--- src/rtl/reset_sequencer_pkg.sv ---
// reset_sequencer shared types: FSM states, reset causes, sizing helper.
// Watchdog support is selected by RESET_SEQUENCER_WATCHDOG_EN.
package reset_sequencer_pkg;

  typedef enum logic [1:0] {
    HOLD,
    RELEASE,
    RUN,
    SOFT
  } state_t;

  typedef enum logic [1:0] {
    CAUSE_HARD = 2'b00,
    CAUSE_SOFT = 2'b01,
    CAUSE_WDT  = 2'b10
  } cause_t;

  function automatic int max2(input int a, input int b);
    return (a > b) ? a : b;
  endfunction

endpackage

--- src/rtl/reset_sync.sv ---
// Reset deassertion synchroniser: async clear, release after SYNC_STAGES edges.
// sync_next_o is the value sync_done_o takes on the next edge.
module reset_sync #(
  parameter int SYNC_STAGES = 2
) (
  input  logic clk_i,
  input  logic rst_ni,
  output logic sync_done_o,
  output logic sync_next_o
);

  logic [SYNC_STAGES-1:0] sync_q;

  always_ff @(posedge clk_i or negedge rst_ni) begin
    if (!rst_ni) begin
      sync_q <= '0;
    end else begin
      sync_q <= {sync_q[SYNC_STAGES-2:0], 1'b1};
    end
  end

  assign sync_done_o = sync_q[SYNC_STAGES-1];
  assign sync_next_o = sync_q[SYNC_STAGES-2];

endmodule

--- src/rtl/reset_sequencer.sv ---
// Staged reset release with soft-reset handshake and last-cause report.
// Define RESET_SEQUENCER_WATCHDOG_EN to add the RUN-state watchdog.
module reset_sequencer
  import reset_sequencer_pkg::*;
#(
  parameter int NUM_STAGES  = 3,
  parameter int SYNC_STAGES = 2,
  parameter int STAGE_DELAY = 16,
  parameter int SOFT_HOLD   = 8,
  parameter int WDT_TIMEOUT = 1048576
) (
  input  logic                  clock,
  input  logic                  reset,
  input  logic                  soft_req,
  output logic                  soft_ack,
  input  logic                  wdt_kick,
  output logic [NUM_STAGES-1:0] rst_out,
  output logic                  sys_ready,
  output logic [1:0]            rst_cause
);

  localparam int CW = $clog2(max2(STAGE_DELAY, SOFT_HOLD)) + 1;
  localparam int IW = (NUM_STAGES > 1) ? $clog2(NUM_STAGES) : 1;

  state_t                state_q, state_d;
  logic [CW-1:0]         cnt_q, cnt_d;
  logic [IW-1:0]         idx_q, idx_d;
  logic [NUM_STAGES-1:0] rst_q, rst_d;
  logic                  rdy_q, rdy_d;
  logic                  ack_q, ack_d;
  cause_t                cause_q, cause_d;
  logic                  sync_done;
  logic                  sync_next;
  logic                  wdt_fire;

  reset_sync #(
    .SYNC_STAGES(SYNC_STAGES)
  ) u_sync (
    .clk_i      (clock),
    .rst_ni     (reset),
    .sync_done_o(sync_done),
    .sync_next_o(sync_next)
  );

`ifdef RESET_SEQUENCER_WATCHDOG_EN
  localparam int WW = $clog2(WDT_TIMEOUT) + 1;

  logic [WW-1:0] wdt_q, wdt_d;

  always_comb begin
    wdt_d    = '0;
    wdt_fire = 1'b0;
    if (state_q == RUN) begin
      if (wdt_kick) begin
        wdt_d = '0;
      end else if (wdt_q == WW'(WDT_TIMEOUT - 1)) begin
        wdt_fire = 1'b1;
      end else begin
        wdt_d = wdt_q + WW'(1);
      end
    end
  end

  always_ff @(posedge clock or negedge reset) begin
    if (!reset) begin
      wdt_q <= '0;
    end else begin
      wdt_q <= wdt_d;
    end
  end
`else
  localparam int unused_wdt_timeout = WDT_TIMEOUT;
  logic unused_wdt_kick;
  assign unused_wdt_kick = wdt_kick;
  assign wdt_fire        = 1'b0;
`endif

  // Leave HOLD on the edge sync_done rises so stage timing counts from it.
  always_comb begin
    state_d = state_q;
    cnt_d   = cnt_q;
    idx_d   = idx_q;
    rst_d   = rst_q;
    ack_d   = 1'b0;
    cause_d = cause_q;
    unique case (state_q)
      HOLD: begin
        if (sync_next | sync_done) begin
          state_d = RELEASE;
          cnt_d   = '0;
          idx_d   = '0;
        end
      end
      RELEASE: begin
        if (cnt_q == CW'(STAGE_DELAY - 1)) begin
          cnt_d = '0;
          rst_d = rst_q & ~(NUM_STAGES'(1) << idx_q);
          idx_d = idx_q + IW'(1);
          if (idx_q == IW'(NUM_STAGES - 1)) begin
            state_d = RUN;
          end
        end else begin
          cnt_d = cnt_q + CW'(1);
        end
      end
      RUN: begin
        if (wdt_fire || soft_req) begin
          state_d = SOFT;
          cnt_d   = '0;
          rst_d   = '1;
          ack_d   = soft_req;
          cause_d = wdt_fire ? CAUSE_WDT : CAUSE_SOFT;
        end
      end
      SOFT: begin
        if (cnt_q == CW'(SOFT_HOLD - 1)) begin
          state_d = RELEASE;
          cnt_d   = '0;
          idx_d   = '0;
        end else begin
          cnt_d = cnt_q + CW'(1);
        end
      end
      default: state_d = HOLD;
    endcase
    rdy_d = (state_q == RUN) && (state_d == RUN);
  end

  always_ff @(posedge clock or negedge reset) begin
    if (!reset) begin
      state_q <= HOLD;
      cnt_q   <= '0;
      idx_q   <= '0;
      rst_q   <= '1;
      rdy_q   <= 1'b0;
      ack_q   <= 1'b0;
      cause_q <= CAUSE_HARD;
    end else begin
      state_q <= state_d;
      cnt_q   <= cnt_d;
      idx_q   <= idx_d;
      rst_q   <= rst_d;
      rdy_q   <= rdy_d;
      ack_q   <= ack_d;
      cause_q <= cause_d;
    end
  end

  assign rst_out   = rst_q;
  assign sys_ready = rdy_q;
  assign soft_ack  = ack_q;
  assign rst_cause = cause_q;

endmodule
--- config.mk ---
export PLATFORM = sky130hd
export DESIGN_NAME = reset_sequencer
export DESIGN_NICKNAME = d
export VERILOG_FILES = /design/src/rtl/reset_sequencer_pkg.sv /design/src/rtl/reset_sync.sv /design/src/rtl/reset_sequencer.sv
export SDC_FILE = /design/constraint.sdc
export NUM_CORES = 1
export LEC_CHECK = 0
export ABC_AREA = 1
export BUFFER_PORTS_ARGS = -buffer_cell sky130_fd_sc_hd__buf_4
export CORE_MARGIN = 3
export CORE_UTILIZATION = 58
export DETAILED_ROUTE_END_ITERATION = 10
export GPL_TIMING_DRIVEN = 0
export HOLD_SLACK_MARGIN = 0.12
export PLACE_DENSITY_LB_ADDON = 0.12
export SETUP_SLACK_MARGIN = 0.05
export SYNTH_ARGS = -nofsm -noshare
export SYNTH_HDL_FRONTEND = slang
export SYNTH_HIERARCHICAL = 1
export SYNTH_SLANG_ARGS = --single-unit
--- constraint.sdc ---
create_clock -name clock -period 2.5 [get_ports clock]
set_input_delay 0.125 -clock clock [delete_from_list [all_inputs] [get_ports clock]]
set_output_delay 0.125 -clock clock [all_outputs]
set_load 0.005 [all_outputs]
==> results of run 1 <==
repair_timing:
| item | in CTS | in global routing |
|---|---|---|
| hold buffers | 2 | 0 |
| endpoints found under the setup margin | 0 | 0 |
| endpoints found under the hold margin | 18 | 0 |
| setup buffers | 0 | 0 |
layout make-up:
| type | count | area [sq um] |
|---|---|---|
| multi-input combinational | 64 | 377 |
| clock inverter | 1 | 5.00 |
| timing repair buffer | 10 | 80.1 |
| sequential | 17 | 429 |
| clock buffer | 3 | 22.5 |
| inverter | 14 | 52.6 |
| tap | 15 | 18.8 |
| buffer | 1 | 7.51 |
| fill | 110 | 358 |
registers in the layout, summed over array words and instances (netlist names):
signal / cells
sys_ready: 1
idx_q: 2
soft_ack: 1
cnt_q: 5
u_sync/sync_q: 2
state_q: 2
rst_out: 3
rst_cause: 1
kinds of logic (layout without fill, tap and decap cells):
kind of cell	count (synthesis)	count (layout)	synth area share (%)
simple gates	46	46	25.1
flops	17	17	49.6
buf+inv	15	29	6.94
compound gates	9	9	7.81
fa+ha+maj	6	6	8.67
other cells	2	2	0.867
xor+xnor	1	1	1.01
cell usage after synthesis, types with 2 or more instances:
library cell / number
nand2_1: 21
dfrtp_1: 14
inv_1: 11
nand3_1: 10
nor2_1: 8
ha_1: 6
o21ai_0: 4
dfstp_2: 3
inv_2: 3
conb_1: 2
nand2_2: 2
nand2_4: 2
o21ai_2: 2
metal layers:
metal | GRT usage [%] | wire, um | vias to the layer above
met1 | 23.4 | 661 | 280
met5 | 0 | 0 | -
met3 | 2.44 | 34 | 2
li1 | - | - | 325
met2 | 27.5 | 689 | 5
met4 | 9.04 | 13 | 0
stage by stage:
stage | utilization (%) | setup WS [ns] | cells | instance area, sq um | hold WS, ns
final | 73.5 | 0.873 | 125 | 992 | 0.233
after global routing | 73.5 | 0.680 | 125 | 992 | 0.241
after CTS | 73.5 | 0.861 | 125 | 992 | 0.227
after detailed placement | 70.0 | 0.874 | 119 | 945 | 0.000215
after global placement | 70.0 | 0.896 | 119 | 945 | -0.00152
after floorplan | - | 1.01 | 96 | 866 | -0.171
power groups by stage:
stage	clock [mW]	sequential (mW)	combinational (mW)
floorplan	0	0.450	0.280
global placement	0	0.460	0.365
detailed placement	0	0.464	0.383
CTS	0.150	0.458	0.387
global route	0.157	0.476	0.449
finish	0.142	0.458	0.379
path summary, 6_finish.rpt:
path,startpoint,endpoint,cells after the start,slack [ns]
setup / recovery,cnt_q[0]$_DFFE_PN0P_,idx_q[1]$_DFFE_PN0P_,9,0.87
hold reg to reg,u_sync/sync_q[0]$_DFF_PN0_,u_sync/sync_q[1]$_DFF_PN0_,0,0.39
min in group clock,u_sync/sync_q[0]$_DFF_PN0_,u_sync/sync_q[1]$_DFF_PN0_,0,0.39
setup reg to reg,cnt_q[0]$_DFFE_PN0P_,idx_q[1]$_DFFE_PN0P_,9,0.87
max in group asynchronous,reset,rst_out[0]$_DFFE_PN1P_,2,2.02
hold / removal,reset,cnt_q[4]$_DFFE_PN0P_,2,0.23
cells in the final DEF, fill, tap and decap left out, types with 2 or more instances in the layout:
master / instances
nand2_1: 21
dfrtp_1: 14
inv_1: 11
nand3_1: 10
buf_4: 9
nor2_1: 8
ha_1: 6
o21ai_0: 4
inv_2: 3
clkbuf_4: 3
dfstp_2: 3
nand2_2: 2
nand2_4: 2
o21ai_2: 2
conb_1: 2
dlygate4sd3_1: 2
==> metrics.md, run 1 <==
| Metric | Value |
|---|---|
| Worst stage delay on the critical path | `~0.42 ns` |
| Gate power share | `38.7%` |
| Pre-antenna DRT Iters | `2` |
| H-Tree Depth | `1` |
| Share of layout cells above drive strength 1 | `approximately 25%` |
| Worst skew pair latency | `0.29 ns` |
| Slew Viols, Final | `0` |
| Max Cap Viol | `0` |
| Period minus WS final | `1.63 ns` |
| Sink Count | `17` |
| Final setup fails | `0` |
| Vias per cell | `4.90` |
| Ant. Diodes | `0` |
| Vias post-DR | `612` |
| Core area | `0.00135 sq mm` |
| Area growth syn-to-layout | `14.6%` |
| Setup Skew | `0.00708 ns` |
| Worst setup SP type | `register` |
| IO buf count | `8` |
| Die H | `44.6 um` |
| Die Width | `44.6 um` |
| Run status | `finished, final reports clean` |
| Crit path kind | `register to register` |
| Ys Warns | `6` |
| Worst Path Arrival | `1.80 ns` |
| WP buf/inv | `0` |
| Hold/Removal Path Class | `primary input to async pin` |
| Yosys top cell by area | `dfrtp_1` |
| Slowest CP cell | `dfrtp_1` |
| FMAX | `615 MHz` |
| Period utilization | `about two thirds` |
| Antenna viol nets, final | `0` |
| GP Congestion | `between 0.7 and 0.8` |
| Initial antenna violation count | `0` |
| Number of flops mapped to enable cells by yosys | `0` |
| I/O pins | `11` |
| Post-synthesis sequential area ratio | `between 40 and 50%` |
| Worst path cell trace | `ha_1, nand2_1, nor2_1, ha_1, a21oi_4, nand2_4, nand2_2, nand2_1, nand2_1` |
| Largest net degree at the start of global routing | `18` |
| Post-DP HPWL | `~1.1 mm` |
| Cts bufs inserted | `3` |
| Pleak | `between 0.5 and 0.6 nW` |
| RSZ-0062 raised after global routing | `no` |
| Sw Share | `37.7%` |
| Routed wire per std cell | `about 11 um` |
| Register share of total power | `between 40% and 50%` |
| Power Density | `987 mW/mm^2` |
| Initial core utilization | `64.1%` |
| Crit end category | `register` |
| Tot Pwr | `between 0.9 and 1 mW` |
| Synth unique cells | `21` |
| Final wirelength | `1.40 mm` |
| Synth Instances | `96` |
| Peak VDD IR | `0.000603 V` |
| Int Power | `0.610 mW` |
| Clock slew at reported path FFs | `0.10 ns` |
| NetSw | `0.369 mW` |
| Worst path most repeated cell | `nand2_1` |
| Row count | `13` |
| Final hold violation count | `0` |
| All-Layer GR Usage | `between 10% and 20%` |
| CP Max Fanout | `6` |
| Synth top area share | `40.5%` |
| Net Count, Synth | `106` |
| Synth Area per Inst | `9.02 sq um` |
| CTS Root Cell | `clkbuf_4` |
| Detailed Route Iter0 Violations | `1` |
| Worst Path Required | `2.68 ns` |
| Nets | `121` |
| CTS max path bufs | `2` |
| Number of synthesized register bits | `17` |
| Cts repair resizes | `0` |
| Vias in the first global route | `597` |
| Fraction of registers with async set/reset | `100%` |
| Post-Syn Area | `866 sq um` |
| DRC errors left | `0` |
| Global-route wire length before repair | `2.49 mm` |
| Die area | `0.00199 sq mm` |
| Total grt overflow | `0` |
| Main area contributors after synthesis | `dfrtp_1 40%, dfstp_2 9.1%, nand2_1 9.1%` |
| Most used DFF post-synth | `dfrtp_1` |
| Setup TNS | `0 ns` |
| Clock share of power | `between 10% and 20%` |
| Delay-heaviest family, CP | `adder cells` |
| CTS tree | `yes` |
Note: power is estimated with default switching activity, not from simulation.
==> run 2, diff against run 1 <==
- CORE_UTILIZATION: 58 -> 54
- clock period: 2.5 -> 1.5 ns (I/O delays scaled with it)
==> metrics.md, run 2 (synthesized netlist as in run 1, its figures left out) <==
| Metric | Value |
|---|---|
| Run status | `finished, final reports clean` |
| FF/Latch Area | `429 sq um` |
| # fillers | `102` |
| CTS max path bufs | `2` |
| Vias in the first global route | `644` |
| Area of the multi-input gates | `407 sq um` |
| Period utilization | `95.8%` |
| Post-DP HPWL | `about 1.2 mm` |
| CTS Root Cell | `clkbuf_4` |
| Biggest register | `cnt_q` |
| Register share of total power | `between 40 and 50%` |
| Share of layout cells above drive strength 1 | `roughly 32%` |
| Period minus WS final | `1.44 ns` |
| I/O pins | `11` |
| Vias per cell | `5.15` |
| Clock share of power | `13.3%` |
| Worst stage delay on the critical path | `0.41 ns` |
| Detailed Route Iter0 Violations | `6` |
| Gate power share | `44.1%` |
| FMAX | `696 MHz` |
| Nets | `126` |
| Int Power | `approximately 1.1 mW` |
| Slowest CP cell | `dfrtp_1` |
| Worst Path Required | `between 1.5 and 2 ns` |
| Final hold violation count | `0` |
| Final setup fails | `0` |
| Worst setup SP type | `register` |
| Worst Tran Pin Value | `roughly 0.56 ns` |
| Pleak | `0.540 nW` |
| Power Density | `1690 mW/mm^2` |
| H-Tree Depth | `1` |
| GP Congestion | `0.766` |
| Row count | `13` |
| Clock slew at reported path FFs | `around 0.09 ns` |
| Reg2Reg Capture Point | `idx_q[1]$_DFFE_PN0P_` |
| Hold/Removal Path Class | `primary input to async pin` |
| R2R cell count | `8` |
| All-Layer GR Usage | `between 10% and 20%` |
| CP startpoint | `cnt_q[1]$_DFFE_PN0P_` |
| Final wirelength | `1.63 mm` |
| Final Util | `about 76%` |
| Peak VDD IR | `0.00106 V` |
| Worst path cell trace | `ha_2, nand2_2, nor2_4, ha_4, a21oi_4, nand2_4, nand3_1, nand2_1` |
| Relative slew slack | `62.1%` |
| Die H | `about 46 um` |
| Worst setup path end | `idx_q[1]$_DFFE_PN0P_` |
| CP Max Fanout | `5` |
| Largest net degree at the start of global routing | `18` |
| Cts bufs inserted | `3` |
| Sw Share | `between 30% and 40%` |
| Setup Skew | `0.00390 ns` |
| Total grt overflow | `0` |
| Area growth syn-to-layout | `22.3%` |
| Most frequent cells in the layout | `20 x nand2_1, 14 x buf_4, 14 x dfrtp_1` |
| Initial core utilization | `roughly three fifths` |
| Most common cell after layout, fill and taps aside | `nand2_1` |
| Die area | `0.00212 sq mm` |
| NetSw | `0.688 mW` |
| Placed cell areas | `roughly 950 sq um` |
| DRC errors left | `0` |
| IO buf count | `8` |
| Routed wire per std cell | `roughly 13 um` |
| Antenna viol nets, final | `0` |
| Crit end category | `register` |
| Global-route wire length before repair | `2.72 mm` |
| Initial antenna violation count | `0` |
| Sink Count | `17` |
| Vias post-DR | `670` |
| Die Width | `46.0 um` |
| R2r setup slk | `0.06 ns` |
| Crit path kind | `register to register` |
| Max Cap Viol | `0` |
| Ant. Diodes | `0` |
| Core area | `0.00140 sq mm` |
| Slew Viols, Final | `0` |
| Worst Path Arrival | `1.61 ns` |
| Design area | `0.00106 sq mm` |
| Worst skew pair latency | `0.28 ns` |
| Pre-antenna DRT Iters | `4` |
| CTS tree | `yes` |
| Largest register FFs | `5` |
| RR Startpoint | `cnt_q[1]$_DFFE_PN0P_` |
| RSZ-0062 raised after global routing | `yes` |
run 2: cell types whose count changed in the layout (fill, tap and decap cells not counted), sizes merged:
cell / change
clkbuf: +1
clkinv: -1
buf: +5
run 2: power groups by stage:
stage	logic (mW)	registers (mW)	clock network (mW)
2_1_floorplan	0.469	0.751	0
3_3_place_gp	0.613	0.765	0
3_5_place_dp	0.649	0.774	0
4_1_cts	0.712	0.756	0.245
5_1_grt	0.899	0.780	0.259
6_report	0.788	0.761	0.237
run 2: worst max-delay path, delay by kind of cell, from the launching register on:
family	cells	cell delay, ns
fa+ha+maj	2	0.37
simple gates	5	0.39
compound gates	1	0.18
flops	1	0.41
run 2: area by class of cell:
| cell class | instances | share of cell area, % |
|---|---|---|
| Sequential cell | 17 | 40.5 |
| Multi-Input combinational cell | 64 | 38.4 |
| Timing Repair Buffer | 15 | 11.1 |
| Inverter | 14 | 4.96 |
| Clock buffer | 4 | 2.48 |
| Tap cell | 15 | 1.77 |
| Buffer | 1 | 0.709 |
run 2: timing repair:
item                       4_1_cts  5_1_grt
hold buffers                     2        0
setup endpoints to repair        7        8
resized for setup                2        5
hold endpoints to repair        22        0
pin swaps                        2        4
setup buffers                    2        3
run 2: worst min-delay path by stage:
stage,slack (ns),end
5_1_grt,0.18,cnt_q[3]$_DFFE_PN0P_
3_3_place_gp,-0.05,cnt_q[3]$_DFFE_PN0P_
3_5_place_dp,-0.05,cnt_q[3]$_DFFE_PN0P_
4_1_cts,0.18,cnt_q[3]$_DFFE_PN0P_
6_report,0.18,u_sync/sync_q[1]$_DFF_PN0_
2_1_floorplan,-0.22,cnt_q[0]$_DFFE_PN0P_
run 2: metrics by stage:
| step | hold WS (ns) | TNS, ns | cells | power (mW) | worst slack, ns |
|---|---|---|---|---|---|
| 2_1_floorplan | -0.221 | 0 | 96 | 1.22 | 0.0744 |
| 4_1_cts | 0.183 | 0 | 127 | 1.71 | 0.0645 |
| 3_3_place_gp | -0.0523 | -0.0867 | 119 | 1.38 | -0.0436 |
| 3_5_place_dp | -0.0508 | -0.181 | 119 | 1.42 | -0.0638 |
| 6_report | 0.179 | 0 | 130 | 1.79 | 0.0627 |
| 5_1_grt | 0.181 | -0.0183 | 130 | 1.94 | -0.0183 |
run 2: per-layer routing:
metal  up-vias  global-route usage, %  share of wire (%)
met4         0                   10.2                2.1
met5         -                      0                  0
met2        14                   32.7                 50
met1       316                   21.0                 43
met3         6                   2.37                4.0
li1        334                      -                  -
